`config.mk`:
```
export PLATFORM = sky130hd
export DESIGN_NAME = frvp_spi_tl_ram_responder
export DESIGN_NICKNAME = d
export VERILOG_FILES = /design/src/rtl/frvp_spi_tl_ram_responder.sv
export SDC_FILE = /design/constraint.sdc
export NUM_CORES = 1
export LEC_CHECK = 0
export ABC_AREA = 0
export CAP_MARGIN = 10
export CORE_ASPECT_RATIO = 0.5
export CORE_MARGIN = 1
export CORE_UTILIZATION = 40
export CTS_CLUSTER_DIAMETER = 150
export DETAILED_ROUTE_END_ITERATION = 7
export GPL_TIMING_DRIVEN = 1
export SETUP_SLACK_MARGIN = 0.4
export SLEW_MARGIN = 20
export SYNTH_ARGS = -nofsm -noshare
export SYNTH_HDL_FRONTEND = slang
export SYNTH_SLANG_ARGS = --single-unit
```
`constraint.sdc`:
```
create_clock -name clock -period 5.02 [get_ports clock]
set_input_delay 0.753 -clock clock [delete_from_list [all_inputs] [get_ports clock]]
set_output_delay 0.753 -clock clock [all_outputs]
set_load 0.01 [all_outputs]
```
`src/rtl/frvp_spi_tl_ram_responder.sv`:
```
// rtl/frvp_spi_tl_ram_responder.sv - TileLink-UL register-array responder with response queue.
// Optional TL_RESP_DENIED_EN adds auto_in_d_bits_denied for rejected requests.
module frvp_spi_tl_ram_responder #(
  parameter int ADDR_W = 29,
  parameter int SOURCE_W = 6,
  parameter int DEPTH_WORDS = 16,
  parameter logic [ADDR_W-1:0] BASE_ADDR = '0,
  parameter int RESP_DEPTH = 2
) (
  input  logic                clock,
  input  logic                reset,
  output logic                auto_in_a_ready,
  input  logic                auto_in_a_valid,
  input  logic [2:0]          auto_in_a_bits_opcode,
  input  logic [2:0]          auto_in_a_bits_param,
  input  logic [1:0]          auto_in_a_bits_size,
  input  logic [SOURCE_W-1:0] auto_in_a_bits_source,
  input  logic [ADDR_W-1:0]   auto_in_a_bits_address,
  input  logic [3:0]          auto_in_a_bits_mask,
  input  logic [31:0]         auto_in_a_bits_data,
  input  logic                auto_in_a_bits_corrupt,
  input  logic                auto_in_d_ready,
  output logic                auto_in_d_valid,
  output logic [2:0]          auto_in_d_bits_opcode,
  output logic [1:0]          auto_in_d_bits_size,
  output logic [SOURCE_W-1:0] auto_in_d_bits_source,
`ifdef TL_RESP_DENIED_EN
  output logic                auto_in_d_bits_denied,
`endif
  output logic [31:0]         auto_in_d_bits_data
);

  localparam int IW = $clog2(DEPTH_WORDS);
  localparam logic [ADDR_W-1:0] SPAN = ADDR_W'(DEPTH_WORDS * 4);

  logic [31:0]         mem [DEPTH_WORDS];
  logic [2:0]          q_op   [RESP_DEPTH];
  logic [1:0]          q_size [RESP_DEPTH];
  logic [SOURCE_W-1:0] q_src  [RESP_DEPTH];
  logic [31:0]         q_data [RESP_DEPTH];
  logic                q_den  [RESP_DEPTH];
  logic                wr_ptr, rd_ptr;
  logic [1:0]          count;

  logic              a_fire, d_fire, is_get, is_put, in_range, ok, wr_en, denied;
  logic [ADDR_W-1:0] off;
  logic [IW-1:0]     idx;
  logic [31:0]       rd_word;
  logic              unused_param;

  assign unused_param = ^auto_in_a_bits_param;

  assign auto_in_a_ready = (count < 2'(RESP_DEPTH));
  assign auto_in_d_valid = (count != 2'd0);
  assign a_fire = auto_in_a_valid & auto_in_a_ready;
  assign d_fire = auto_in_d_valid & auto_in_d_ready;

  always_comb begin
    off      = auto_in_a_bits_address - BASE_ADDR;
    in_range = (auto_in_a_bits_address >= BASE_ADDR) && (off < SPAN);
    idx      = off[IW+1:2];
    is_get   = (auto_in_a_bits_opcode == 3'd4);
    is_put   = (auto_in_a_bits_opcode == 3'd0) || (auto_in_a_bits_opcode == 3'd1);
    ok       = in_range && (auto_in_a_bits_size != 2'd3) && (is_get || is_put);
    wr_en    = a_fire && ok && is_put && !auto_in_a_bits_corrupt;
    denied   = !ok || (is_put && auto_in_a_bits_corrupt);
    rd_word  = (ok && is_get) ? mem[idx] : 32'd0;
  end

  function automatic logic nxt(input logic p);
    return (RESP_DEPTH == 1) ? 1'b0 : ~p;
  endfunction

  always_ff @(posedge clock or negedge reset) begin
    if (!reset) begin
      count  <= 2'd0;
      wr_ptr <= 1'b0;
      rd_ptr <= 1'b0;
      for (int i = 0; i < RESP_DEPTH; i++) begin
        q_op[i]   <= 3'd0;
        q_size[i] <= 2'd0;
        q_src[i]  <= '0;
        q_data[i] <= 32'd0;
        q_den[i]  <= 1'b0;
      end
      for (int i = 0; i < DEPTH_WORDS; i++) mem[i] <= 32'd0;
    end else begin
      if (wr_en) begin
        for (int b = 0; b < 4; b++)
          if (auto_in_a_bits_mask[b]) mem[idx][8*b +: 8] <= auto_in_a_bits_data[8*b +: 8];
      end
      // Read sees the array before this edge's write, so the response carries pre-write data
      if (a_fire) begin
        q_op[wr_ptr]   <= is_get ? 3'd1 : 3'd0;
        q_size[wr_ptr] <= auto_in_a_bits_size;
        q_src[wr_ptr]  <= auto_in_a_bits_source;
        q_data[wr_ptr] <= rd_word;
        q_den[wr_ptr]  <= denied;
        wr_ptr         <= nxt(wr_ptr);
      end
      if (d_fire) rd_ptr <= nxt(rd_ptr);
      case ({a_fire, d_fire})
        2'b10:   count <= count + 2'd1;
        2'b01:   count <= count - 2'd1;
        default: count <= count;
      endcase
    end
  end

  assign auto_in_d_bits_opcode = q_op[rd_ptr];
  assign auto_in_d_bits_size   = q_size[rd_ptr];
  assign auto_in_d_bits_source = q_src[rd_ptr];
  assign auto_in_d_bits_data   = q_data[rd_ptr];
`ifdef TL_RESP_DENIED_EN
  assign auto_in_d_bits_denied = q_den[rd_ptr];
`else
  logic unused_den;
  assign unused_den = q_den[rd_ptr];
`endif

endmodule

```
==> results.yml <==
logic_synthesis:
  synth_top_family_by_area: "multiplexers"
  postSynth.asyncResetShare: 1.000
  yosys_most_used_dff: "dfrtp_1"
  ys_seq_area_frac: 0.5396
  ys_seq_elements: 598
  ys_warn_count: 0
  synth.cell_area_sq_um: 27730
  synth_edf_count: 0
  syn-instance-count: 1792
  synth-simple-area-share: 0.07278
  syn_area_per_cell_sq_um: 15.48
  synth_compound_area_frac: 0.03239
  synth_cell_type_count: 37
  synth_xor_area_frac: 0.001263
  synth_fa_ha_area_frac: 0.0004512
  synthMuxAreaShare: 0.3339
clock_tree:
  cts.hold.buffers_added: 0
  cts_tree: "yes"
  cts_setup_buffers: 0
  cts_made_buffers: 57
  clockBufferDepth: 3
  cts.sinks: 598
  clkLatencyLatePin_ns: 0.62
  ctsResizeCount: 0
  cts_root_buf: "clkbuf_16"
  h-tree-depth: 2
  path_clk_slew_ns: 0.07
floorplanning:
  dieHeight_um: 188.2
  die_area_sq_um: 70450
  row_count: 67
  coreArea_sq_um: 67740
  pin_count: 129
  start_util: 0.4094
  fp.dieW_um: 374.4
worst_setup_path:
  end_kind: "primary output"
  crit_cells: 3
  critical_path_arrival_ns: 2.89
  critPathBufInv: 2
  path_delay_family: "flip-flops"
  reg2reg_depth: 5
  startpoint: "rd_ptr"
  cpPeakStageDelay_ns: 0.92
  ff2ff_setup_slack_ns: 1.93
  cp.required_ns: 4.27
  critPathMaxFanout: 29
  critPathLaunchType: "register"
  r2r_end: "mem[1]"
  worstSetupEndpoint: "auto_in_d_bits_data[21]"
  timing.rr.start: "count[1]"
  cp_slowest_cell: "dfrtp_2"
  crit_chain: "buf_4, mux2_2, clkdlybuf4s50_1"
  critical_path_class: "reg -> out"
sta:
  final_max_slew_viol_count: 0
  tightest_slew_ns: 0.8772
  tns_ns: 0
  finalSetupViolCount: 0
  min_period_over_period: 0.7263
  rsz0062_at_grt: "no"
  skew_ns: 0.01813
  period_minus_slack_ns: 3.646
  finalHoldViolCount: 0
  slew_headroom: 0.4131
  clock.fmax_mhz: 274.3
outcome:
  status: "complete, no violations"
place:
  gp_congestion: 0.7506
  port_buffers: 121
  place_hpwl_mm: 41.25
flow_run:
  max_cap_viol_count: 0
global_route:
  grt_use_total: 0.1905
  antenna_found_initial: 2
  grt_pass1_wl_mm: 103.3
  grt_pass1_vias: 16670
  grt_max_degree: 104
  grt_overflow: 0
routing:
  avgViaCountPerCell: 5.522
  initialDrtViolationCount: 824
  totalWireLength_mm: 65.35
  dr.pass1.iters: 5
  vias: 15830
  post-route-drc-count: 0
  antenna_left: 0
  wl_per_cell_um: 22.79
finish:
  fill_cells: 5893
  drive_gt1_frac: 0.4683
  area_delta_synth_final_pct: 16.04
  final_nets: 2012
pwr:
  leakage_nw: 15.31
  irDropWorstVdd_uv: 255.6
  finalPower_mw: 10.39
  p_per_area_nw_per_um2: 322.9
hold_path:
  hp-class: "in -> async"
## area by class of cell
cell class	instances	area (sq um)	share of cell area
flip-flops and latches	598	14970	0.4651
multi-input cells	1067	12260	0.3810
repair buffers	201	1911	0.05937
clock buffers	85	1724	0.05358
well taps	897	1122	0.03488
clock inverters	16	186.4	0.005793
inverters	2	7.507	0.0002333
diodes	1	2.502	0.00007776
## power breakdown
group          switching, mW  leakage (nW)  internal [mW]
Sequential             0.103          8.32           4.91
Combinational          0.543          6.05          0.392
Clock                   1.88         0.948           2.56
Total                   2.53          15.3           7.86
## how the worst min path moves through the flow
stage                     depth (start not counted)  slack [ns]    endpoint       start
after floorplan                                   2        0.44   q_size[2]   q_size[2]
after global placement                            2        0.46  q_data[11]  q_data[11]
after detailed placement                          2        0.46   q_size[3]   q_size[3]
after CTS                                         1        0.21    mem[300]       reset
after global routing                              1        0.23    mem[300]       reset
final                                             1        0.19    mem[300]       reset
## routing by layer
| layer | global-route usage | vias up | wire, um |
|---|---|---|---|
| li1 | - | 6973 | - |
| met1 | 0.2869 | 8555 | 32230 |
| met2 | 0.2897 | 229 | 29600 |
| met3 | 0.02985 | 71 | 2457 |
| met4 | 0.04272 | 4 | 1035 |
| met5 | 0 | - | 27 |
## sequential cells by signal, indices dropped and copies added (netlist names)
signal  count
mem       512
wr_ptr      1
q_size      4
q_src      12
count       2
rd_ptr      1
q_data     64
q_op        2
## worst register-to-register path, cell delays in order (launching register included)
cell     delay [ns]
dfrtp_1        0.42
nor4b_1        0.68
nand4_1        0.26
buf_12         0.32
nor4_4         0.87
mux2_2         0.42
## cell families (layout without fill, tap and decap cells)
family                   count (synthesis)  after routing
adder cells (fa/ha/maj)                  1              1
flip-flops                             598            598
buffers and inverters                  128            304
other                                    1              3
AO/OA/AOI/OAI                          131            131
multiplexers                           689            689
XOR/XNOR                                 4              4
AND/OR/NAND/NOR                        240            240
## through the flow
step           hold WS (ns)  area [sq um]  utilization  setup slack [ns]  cells
2_1_floorplan        0.4417         27740            -             2.168   1793
3_3_place_gp         0.4577         30270       0.4468            0.8655   2765
3_5_place_dp         0.4584         30270       0.4468            0.8740   2765
4_1_cts              0.2092         32180       0.4750             1.295   2866
5_1_grt              0.2265         32180       0.4750             1.251   2866
6_report             0.1916         32180       0.4751             1.374   2867
## cell usage after synthesis (4+ instances only)
master / count / share of area
a22o_1: 64 / 0.020
buf_1: 11 / 0.0015
and2_0: 4 / 0.00090
mux2_1: 7 / 0.0028
mux2_4: 16 / 0.0087
nor2b_1: 8 / 0.0018
nand4_1: 17 / 0.0038
dfrtp_1: 598 / 0.54
clkbuf_1: 90 / 0.012
o21ai_0: 66 / 0.012
nand2_1: 98 / 0.013
mux4_2: 128 / 0.10
nor2_1: 36 / 0.0049
mux2_2: 538 / 0.22
nand2b_1: 4 / 0.00090
nor4_4: 52 / 0.040
buf_2: 20 / 0.0036
## placed cells by master, fill, tap and decap left out, types with 11 or more instances in the layout
cell	synthesis	layout
mux2_4	16	16
clkbuf_16	0	59
mux2_2	538	538
dfrtp_1	598	597
nor2_1	36	35
a22o_1	64	64
nand2_1	98	97
mux4_2	128	128
clkbuf_1	90	11
clkdlybuf4s50_1	0	118
nand4_1	17	17
o21ai_0	66	66
nor4_4	52	52
buf_4	3	73
clkbuf_8	0	15
Power figures use the tool's default switching activity.
